`config.mk`:
```
export PLATFORM = sky130hd
export DESIGN_NAME = serial_addsub_unit_flat
export DESIGN_NICKNAME = d
export VERILOG_FILES = /design/src/rtl/serial_addsub_unit_if.sv /design/src/rtl/serial_addsub_unit.sv /design/src/flat_wrapper.sv
export SDC_FILE = /design/constraint.sdc
export NUM_CORES = 1
export LEC_CHECK = 0
export BUFFER_PORTS_ARGS = -buffer_cell sky130_fd_sc_hd__buf_2
export CORE_MARGIN = 5
export CORE_UTILIZATION = 50
export DETAILED_ROUTE_END_ITERATION = 12
export PLACE_DENSITY = 0.75
export SLEW_MARGIN = 20
export SYNTH_ARGS = -nofsm -noshare
export SYNTH_HDL_FRONTEND = slang
export SYNTH_SLANG_ARGS = --single-unit
export TNS_END_PERCENT = 50
```
`constraint.sdc`:
```
create_clock -name clk -period 1.8 [get_ports clk]
set_clock_uncertainty 0.05 [all_clocks]
set_input_delay 0 -clock clk [delete_from_list [all_inputs] [get_ports clk]]
set_output_delay 0 -clock clk [all_outputs]
set_load 0.01 [all_outputs]
```
`src/rtl/serial_addsub_unit_if.sv`:
```
// Handshake and data bus for serial_addsub_unit.
// Optional port acc exists only when SERIAL_ADDSUB_ACCUM_EN is defined.
`timescale 1ns/1ps
interface serial_addsub_unit_if #(
  parameter int WIDTH = 8
);
`ifdef SERIAL_ADDSUB_ACCUM_EN
  logic             acc;
`endif
  logic             start;
  logic             mode;
  logic             cin;
  logic [WIDTH-1:0] adata;
  logic [WIDTH-1:0] bdata;
  logic             enable;
  logic             ready;
  logic             busy;
  logic             done;
  logic [WIDTH-1:0] pout;
  logic             cout;
  logic             ovf;

  modport master (
`ifdef SERIAL_ADDSUB_ACCUM_EN
    output acc,
`endif
    output start, mode, cin, adata, bdata, enable,
    input  ready, busy, done, pout, cout, ovf
  );

  modport slave (
`ifdef SERIAL_ADDSUB_ACCUM_EN
    input  acc,
`endif
    input  start, mode, cin, adata, bdata, enable,
    output ready, busy, done, pout, cout, ovf
  );
endinterface

```
`src/rtl/serial_addsub_unit.sv`:
```
// Bit-serial adder/subtractor, LSB first, one full-adder cell plus carry flop.
// Optional accumulate mode (A operand taken from the last result) is enabled
// by defining SERIAL_ADDSUB_ACCUM_EN.
`timescale 1ns/1ps
module serial_addsub_unit #(
  parameter  int WIDTH = 8,
  localparam int CNT_W = $clog2(WIDTH + 1)
) (
  input logic                 clk,
  input logic                 rst,
  serial_addsub_unit_if.slave bus
);

  generate
    if (WIDTH < 2) begin : g_width_check
      $error("serial_addsub_unit: WIDTH must be >= 2");
    end
  endgenerate

  localparam logic [1:0] S_IDLE  = 2'd0;
  localparam logic [1:0] S_SHIFT = 2'd1;
  localparam logic [1:0] S_DONE  = 2'd2;

  localparam logic [CNT_W-1:0] LAST_BIT = CNT_W'(WIDTH - 1);

  logic [1:0]       state;
  logic [WIDTH-1:0] a_sr;
  logic [WIDTH-1:0] b_sr;
  logic [WIDTH-1:0] r_sr;
  logic             c;
  logic             c_msb;
  logic [CNT_W-1:0] cnt;

  logic [WIDTH-1:0] pout_q;
  logic             cout_q;
  logic             ovf_q;
  logic             done_q;

  logic             sum_bit;
  logic             carry_next;
  logic [WIDTH-1:0] a_load;

  // Full-adder cell and A-operand source selection
  always_comb begin
    sum_bit    = a_sr[0] ^ b_sr[0] ^ c;
    carry_next = (a_sr[0] & b_sr[0]) | (a_sr[0] & c) | (b_sr[0] & c);
`ifdef SERIAL_ADDSUB_ACCUM_EN
    a_load     = bus.acc ? pout_q : bus.adata;
`else
    a_load     = bus.adata;
`endif
  end

  // Control FSM and serial datapath; subtract is folded in at load time
  always_ff @(posedge clk or negedge rst) begin
    if (!rst) begin
      state <= S_IDLE;
      a_sr  <= '0;
      b_sr  <= '0;
      r_sr  <= '0;
      c     <= 1'b0;
      c_msb <= 1'b0;
      cnt   <= '0;
    end else begin
      case (state)
        S_IDLE: begin
          if (bus.start) begin
            a_sr  <= a_load;
            b_sr  <= bus.mode ? ~bus.bdata : bus.bdata;
            c     <= bus.mode ? ~bus.cin : bus.cin;
            cnt   <= '0;
            state <= S_SHIFT;
          end
        end
        S_SHIFT: begin
          if (bus.enable) begin
            c    <= carry_next;
            a_sr <= {1'b0, a_sr[WIDTH-1:1]};
            b_sr <= {1'b0, b_sr[WIDTH-1:1]};
            r_sr <= {sum_bit, r_sr[WIDTH-1:1]};
            cnt  <= cnt + CNT_W'(1);
            if (cnt == LAST_BIT) begin
              c_msb <= c;
              state <= S_DONE;
            end
          end
        end
        S_DONE: begin
          state <= S_IDLE;
        end
        default: begin
          state <= S_IDLE;
        end
      endcase
    end
  end

  // Result registers update only on completion; done is a one-cycle pulse
  always_ff @(posedge clk or negedge rst) begin
    if (!rst) begin
      pout_q <= '0;
      cout_q <= 1'b0;
      ovf_q  <= 1'b0;
      done_q <= 1'b0;
    end else begin
      done_q <= (state == S_DONE);
      if (state == S_DONE) begin
        pout_q <= r_sr;
        cout_q <= c;
        ovf_q  <= c_msb ^ c;
      end
    end
  end

  assign bus.ready = (state == S_IDLE);
  assign bus.busy  = (state == S_SHIFT) || (state == S_DONE);
  assign bus.done  = done_q;
  assign bus.pout  = pout_q;
  assign bus.cout  = cout_q;
  assign bus.ovf   = ovf_q;

endmodule

```
`src/flat_wrapper.sv`:
```
// flat-port wrapper written by rule: the top's interface ports become plain ports
module serial_addsub_unit_flat 
#(
  parameter  int WIDTH = 8,
  localparam int CNT_W = $clog2(WIDTH + 1)
)
  (clk, rst, bus_start, bus_mode, bus_cin, bus_adata, bus_bdata, bus_enable, bus_ready, bus_busy, bus_done, bus_pout, bus_cout, bus_ovf);
  serial_addsub_unit_if #(.WIDTH(WIDTH)) bus_i ();
  input logic clk;
  input logic rst;
  input wire logic [$bits(bus_i.start)-1:0] bus_start;
  input wire logic [$bits(bus_i.mode)-1:0] bus_mode;
  input wire logic [$bits(bus_i.cin)-1:0] bus_cin;
  input wire logic [$bits(bus_i.adata)-1:0] bus_adata;
  input wire logic [$bits(bus_i.bdata)-1:0] bus_bdata;
  input wire logic [$bits(bus_i.enable)-1:0] bus_enable;
  output wire logic [$bits(bus_i.ready)-1:0] bus_ready;
  output wire logic [$bits(bus_i.busy)-1:0] bus_busy;
  output wire logic [$bits(bus_i.done)-1:0] bus_done;
  output wire logic [$bits(bus_i.pout)-1:0] bus_pout;
  output wire logic [$bits(bus_i.cout)-1:0] bus_cout;
  output wire logic [$bits(bus_i.ovf)-1:0] bus_ovf;
  assign bus_i.start = bus_start;
  assign bus_i.mode = bus_mode;
  assign bus_i.cin = bus_cin;
  assign bus_i.adata = bus_adata;
  assign bus_i.bdata = bus_bdata;
  assign bus_i.enable = bus_enable;
  assign bus_ready = bus_i.ready;
  assign bus_busy = bus_i.busy;
  assign bus_done = bus_i.done;
  assign bus_pout = bus_i.pout;
  assign bus_cout = bus_i.cout;
  assign bus_ovf = bus_i.ovf;
  serial_addsub_unit #(.WIDTH(WIDTH)) u_core (.clk(clk), .rst(rst), .bus(bus_i));
endmodule
```
==> results of run 1 <==
synth_stat cells (all sizes together) (2+ instances only):
master  count  area (µm²)
inv         3        11.3
a21o        2        15.0
ha          5        62.6
buf         6        38.8
nor2b       2        12.5
nand2b      3        18.8
clkbuf      3        11.3
dfrtp      43        1080
nand3       2        10.0
xnor2      10        87.6
nand3b      2        15.0
nor2        2        23.8
o21ai      26         130
nand2      11        41.3
a22o        2        17.5
nor3        2        10.0
mux2       27         304
a21oi       2        10.0
mux2i       8        92.6
worst max-delay path, delay by kind of cell, from the launching register on:
kind	cells	cell delay [ps]
buffers and inverters	3	470
flip-flops	1	390
AND/OR/NAND/NOR	1	60
AO/OA/AOI/OAI	1	150
multiplexers	1	280
adder cells (fa/ha/maj)	1	230
logic make-up after synthesis:
kind of cell | Yosys count
DFF | 43
AOI/OAI and AO/OA | 36
muxes | 35
and+or+nand+nor | 27
buffers and inverters | 12
xor gates and xnor gates | 10
adders and majority gates | 6
final cells by class:
class	count	area share
flip-flops and latches	43	0.424
multi-input cells	114	0.370
inverters	3	0.00444
clock buffers	6	0.0325
clock inverters	1	0.00197
well taps	50	0.0246
repair buffers	57	0.143
worst max path at each step:
| stage | startpoint | endpoint | slack (ps) | cells after the start |
|---|---|---|---|---|
| 2_1_floorplan | u_core.state[1] | u_core.c_msb | 110 | 6 |
| 3_5_place_dp | u_core.state[0] | u_core.cnt[3] | -30 | 5 |
| 3_3_place_gp | u_core.state[1] | u_core.b_sr[5] | 90 | 6 |
| 6_report | u_core.state[1] | u_core.a_sr[7] | 60 | 7 |
| 5_1_grt | u_core.state[1] | u_core.a_sr[7] | -50 | 7 |
| 4_1_cts | u_core.state[0] | u_core.b_sr[4] | 10 | 6 |
state kept, by name, summed over array words and instances (netlist names):
| name | count |
|---|---|
| u_core.a_sr | 8 |
| u_core.b_sr | 8 |
| u_core.bus.pout | 8 |
| u_core.r_sr | 8 |
| u_core.cnt | 4 |
| u_core.state | 2 |
| u_core.bus.cout | 1 |
| u_core.bus.done | 1 |
| u_core.bus.ovf | 1 |
| u_core.c | 1 |
| u_core.c_msb | 1 |
repair_timing:
item	in CTS	in global routing
pin swaps	1	0
cloned	0	0
endpoints found under the hold margin	33	0
buffers inserted	1	0
setup endpoints to repair	10	21
hold buffers	8	0
resized for setup	1	3
power by group:
| group | switching (mW) | internal [mW] | total, mW |
|---|---|---|---|
| combinational | 0.830 | 0.959 | 1.79 |
| clock | 0.315 | 0.301 | 0.616 |
| sequential | 0.279 | 1.38 | 1.66 |
| total | 1.42 | 2.64 | 4.07 |
per-layer routing:
metal | global-route usage | up-vias | wire length [µm]
li1 | - | 695 | -
met3 | 0.0405 | 5 | 171
met4 | 0.0553 | 0 | 61
met1 | 0.178 | 702 | 1670
met5 | 0 | - | 0
met2 | 0.310 | 24 | 2180
stage by stage:
step | setup slack, ps | instances | util | TNS [ps] | hold WS, ps
6_report | 61.6 | 274 | 0.635 | 0 | 38.0
5_1_grt | -54.0 | 274 | 0.635 | -231 | 64.9
4_1_cts | 13.4 | 274 | 0.633 | 0 | 47.3
3_3_place_gp | 86.2 | 258 | 0.588 | 0 | -15.9
2_1_floorplan | 107 | 169 | - | 0 | -346
3_5_place_dp | -27.9 | 258 | 0.588 | -36.8 | 0.967
layout by cell type, fill, tap and decap left out, types with 2 or more instances in the layout:
master | Yosys | layout
buf_2 | 4 | 34
buf_4 | 1 | 15
nand2_1 | 11 | 11
mux2i_1 | 7 | 7
a21oi_1 | 2 | 2
a21o_1 | 2 | 2
o21ai_1 | 7 | 7
dlygate4sd3_1 | 0 | 8
nand3b_1 | 2 | 2
clkbuf_8 | 0 | 6
ha_2 | 0 | 2
nand2b_1 | 3 | 3
xnor2_1 | 10 | 10
a22o_1 | 2 | 2
ha_1 | 5 | 3
nor3_1 | 2 | 2
nand3_1 | 2 | 2
o21ai_0 | 19 | 19
mux2_2 | 27 | 27
inv_1 | 3 | 3
dfrtp_1 | 43 | 43
==> results.toml, run 1 <==
[status]
status = "completed"

[power]
power_density_nw_per_um2 = 1600
vdd_drop_max_uv = 792
power.total_mw = 4.07
p_leak_nw = 1.22

[worst_setup_path]
cpPeakStageDelay_ps = 390
r2r_slack_ps = 60
arrival_ps = 1880
cp_max_fo = 11
crit_type = "reg -> reg"
worstPathRequired_ps = 1940
reg2regPathDepth = 7
reg2reg_from = "u_core.state[1]"
worst_setup_path_end_kind = "flop"
rr_endpoint = "u_core.a_sr[7]"
path_cells = "inv_1, ha_2, mux2i_4, buf_4, buf_4, nor3b_1, a21o_1"
cp_common_cell = "buf_4"
cp-start-kind = "flop"
critical-path-slowest-cell = "dfrtp_1"

[synthesis]
synth_seq_area_share = 0.521
synth_simple_gate_area_share = 0.0745
synth_top_family_by_area = "multiplexers"
postSynth.asyncResetShare = 1.00
syn_avg_cell_area_um2 = 12.2
ys.flop_type = "dfrtp_1"
syn_area_um2 = 2070
synth_edf_count = 0
ys_seq_elements = 43
syn-num-nets = 197
synth-compound-area-share = 0.101
syn-instance-count = 169
yosysWarnings = 0
synth-xor-area-share = 0.0424
yosysUniqueCellTypes = 32
synthMuxAreaShare = 0.192
synth_fa_ha_area_frac = 0.0400

[sta]
tightest_slew_ps = 625
maxSlewHeadroom = 0.584
layout_min_cycle_time_ps = 1740
fmax_mhz = 575
drv_slew = 0
hold_viol_final = 0
final.period_utilization = 0.966
rsz0062_at_grt = "true"
finalSetupViolCount = 0

[routing]
wl_per_cell_um = 14.9
drc = 0
finalWirelength_um = 4080
first_iter_violations = 34
dr.pass1.iters = 3
ant_nets = 0
via_count = 1426
post_drt_via_cell_ratio = 5.20

[grt]
grt_pass1_vias = 1539
antenna_found_initial = 0
grt_pass1_wl_um = 6850
grt_use_total = 0.164
grt-ovfl-total = 0
grt_max_degree = 29

[cells_and_area]
seqCellArea_um2 = 1080
fin_nets = 252
layout-drive-gt1-share = 0.402
area_growth_pct = 22.9
antennaDiodeCount = 0
design_area_um2 = 2540
multi_input_area_um2 = 938
n_fill_cell = 311

[clock_tree]
clock_latency_ps = 290
cts-buffers-inserted = 5
cts_tree = "done"
htreeDepth = 2
clock_path_buffers = 2
cts.sinks = 43
cts-root-buf = "clkbuf_8"
path_clk_slew_ps = 80

[floorplanning]
die_w_um = 74.3
dieArea_um2 = 5520
die_h_um = 74.3
start_util = 0.516
ioPinCount = 35
core.rowCount = 23
fp.coreArea_um2 = 4000

[hold_path]
hold_end = "u_core.a_sr[7]"
hold_path_depth = 3
min-delay-start = "bus_adata[7]"
hold_class = "in -> reg"

[run]
maxCapViolCount = 0

[place]
routabilityCongestion = 0.824
dpl_cell_area_um2 = 2350
portBuffers = 34
place_hpwl_um = 3080
Note: power is estimated with default switching activity, not from simulation.
==> run 2: changes to the inputs <==
--- a/config.mk
+++ b/config.mk
@@ -7,9 +7,9 @@
 export LEC_CHECK = 0
 export BUFFER_PORTS_ARGS = -buffer_cell sky130_fd_sc_hd__buf_2
 export CORE_MARGIN = 5
-export CORE_UTILIZATION = 50
+export CORE_UTILIZATION = 59
 export DETAILED_ROUTE_END_ITERATION = 12
-export PLACE_DENSITY = 0.75
+export PLACE_DENSITY = 0.83
 export SLEW_MARGIN = 20
 export SYNTH_ARGS = -nofsm -noshare
 export SYNTH_HDL_FRONTEND = slang
==> constraint.sdc (replaced) <==
create_clock -name clk -period 2.2 [get_ports clk]
set_clock_uncertainty 0.05 [all_clocks]
set_input_delay 0 -clock clk [delete_from_list [all_inputs] [get_ports clk]]
set_output_delay 0 -clock clk [all_outputs]
set_load 0.01 [all_outputs]
==> results.toml, run 2 (synthesis gave the netlist of run 1 again) <==
[status]
status = "completed"

[grt]
grt_pass1_wl_um = 6910
grt-ovfl-total = 0
grt_max_degree = 44
grt_use_total = 0.176
antenna_found_initial = 0
grt_pass1_vias = 1565

[clock_tree]
cts_tree = "done"
path_clk_slew_ps = 130
clock_latency_ps = 360
cts-root-buf = "clkbuf_4"
cts_resized = 0
cts.sinks = 43
cts-buffers-inserted = 5
clock_path_buffers = 2
cts_setup_buffers = 0
ctsHoldBuffers = 12
htreeDepth = 2

[worst_setup_path]
reg2regPathDepth = 5
rr_endpoint = "u_core.cnt[3]"
worstPathRequired_ps = 2410
cp.depth = 5
r2r_slack_ps = 140
cp-endpoint = "u_core.cnt[3]"
path_cells = "inv_1, ha_1, mux2i_4, or2_1, o311ai_1"
worst_path_dominant_cell_family = "adder cells"
crit_type = "reg -> reg"
worst_setup_path_end_kind = "flop"
arrival_ps = 2270
path_buf_inv = 1
reg2reg_from = "u_core.state[1]"
critical-path-slowest-cell = "ha_1"
cp_max_fo = 12
startpoint = "u_core.state[1]"
cp-start-kind = "flop"
cpPeakStageDelay_ps = 440

[routing]
wl_met1_um = 1500
drc = 0
dr.pass1.iters = 5
finalWirelength_um = 3760
wl_met3_um = 187
via_count = 1434
first_iter_violations = 53
post_drt_via_cell_ratio = 5.39
wl_per_cell_um = 14.1
top_layer = "met4"
ant_nets = 0
wl_met2_um = 2010

[floorplanning]
die_h_um = 69.2
fp.coreArea_um2 = 3360
core.rowCount = 21
dieArea_um2 = 4780
die_w_um = 69.2
ioPinCount = 35
start_util = 0.614

[power]
comb_power_share = 0.423
vdd_drop_max_uv = 728
p_int_mw = 2.07
p_leak_nw = 1.19
power.switching_mw = 1.13
power_density_nw_per_um2 = 1280
seqPwrFrac = 0.421
sw_frac_of_total = 0.354
pwr-share-clk = 0.156
power.total_mw = 3.20

[place]
portBuffers = 34
dpl_cell_area_um2 = 2290
dp.cells = 246
place_hpwl_um = 2790
routabilityCongestion = 0.842

[sta]
finalSetupViolCount = 0
drv_slew = 0
fmax_mhz = 485
maxSlewHeadroom = 0.394
finalSetupTns_ps = 0
rsz0062_at_grt = "false"
final.period_utilization = 0.937
hold_viol_final = 0
hold_ws_ps = 10.8
tightest_slew_ps = 908
layout_min_cycle_time_ps = 2060

[cells_and_area]
final_cell_mix = "43 x dfrtp_1, 34 x buf_2, 27 x mux2_2, 19 x o21ai_0, 12 x dlygate4sd3_1"
layoutNonFillerInstCount = 266
area_growth_pct = 20.5
layout_commonest_cell = "dfrtp_1"
fin_nets = 247
n_fill_cell = 249
design_area_um2 = 2490
layout-drive-gt1-share = 0.355
antennaDiodeCount = 0

[hold_path]
hold_class = "in -> reg"
hold_path_depth = 4

[run]
maxCapViolCount = 0
-- run 2: changes by cell type in the layout (fill, tap and decap cells not counted) --
cell / change
buf_4: -9
clkbuf_8: -6
clkbuf_4: +5
dlygate4sd3_1: +4
ha_1: +2
ha_2: -2
bufinv_16: +1
clkinv_4: +1
nor2b_1: +1
nor2b_2: -1
or2_1: +1
or2_4: -1
-- run 2: worst min-delay path by stage --
stage	slack (ps)	to	start
finish	10	u_core.b_sr[4]	bus_bdata[4]
global route	30	u_core.b_sr[3]	bus_bdata[3]
CTS	3	u_core.b_sr[4]	bus_bdata[4]
detailed placement	140	u_core.bus.pout[5]	rst
global placement	120	u_core.bus.done	rst
floorplan	-350	u_core.a_sr[0]	rst
-- run 2: metrics by stage --
stage                     setup slack, ps   util
after floorplan                       507      -
after global placement                297  0.680
after detailed placement              189  0.680
after CTS                             124  0.740
after global routing                 15.0  0.740
final                                 140  0.740
-- run 2: final cells by class --
cell class | count | area, µm² | share of cell area
Inverter | 3 | 11.3 | 0.00452
Timing Repair Buffer | 52 | 335 | 0.135
Tap cell | 46 | 57.6 | 0.0231
Multi-Input combinational cell | 114 | 928 | 0.373
Clock inverter | 3 | 43.8 | 0.0176
Sequential cell | 43 | 1080 | 0.432
Clock buffer | 5 | 37.5 | 0.0151
-- run 2: metal layers --
metal,GRT usage,vias to the layer above
li1,-,689
met1,0.199,703
met2,0.317,35
met3,0.0435,7
met4,0.0651,0
met5,0,-
-- run 2: worst reg2reg max path: cells and delay by family, from the launching register on --
family	cells	cell delay, ps
adders and majority gates	1	440
muxes	1	200
DFF	1	420
buffers and inverters	1	130
and+or+nand+nor	1	420
AOI/OAI and AO/OA	1	320
-- run 2: power by group through the flow --
stage               sequential, mW  clock (mW)  combinational (mW)
global route                  1.40       0.547                1.51
global placement              1.34           0                1.28
floorplan                     1.33           0                1.02
detailed placement            1.37           0                1.35
finish                        1.35       0.498                1.35
CTS                           1.35       0.514                1.38
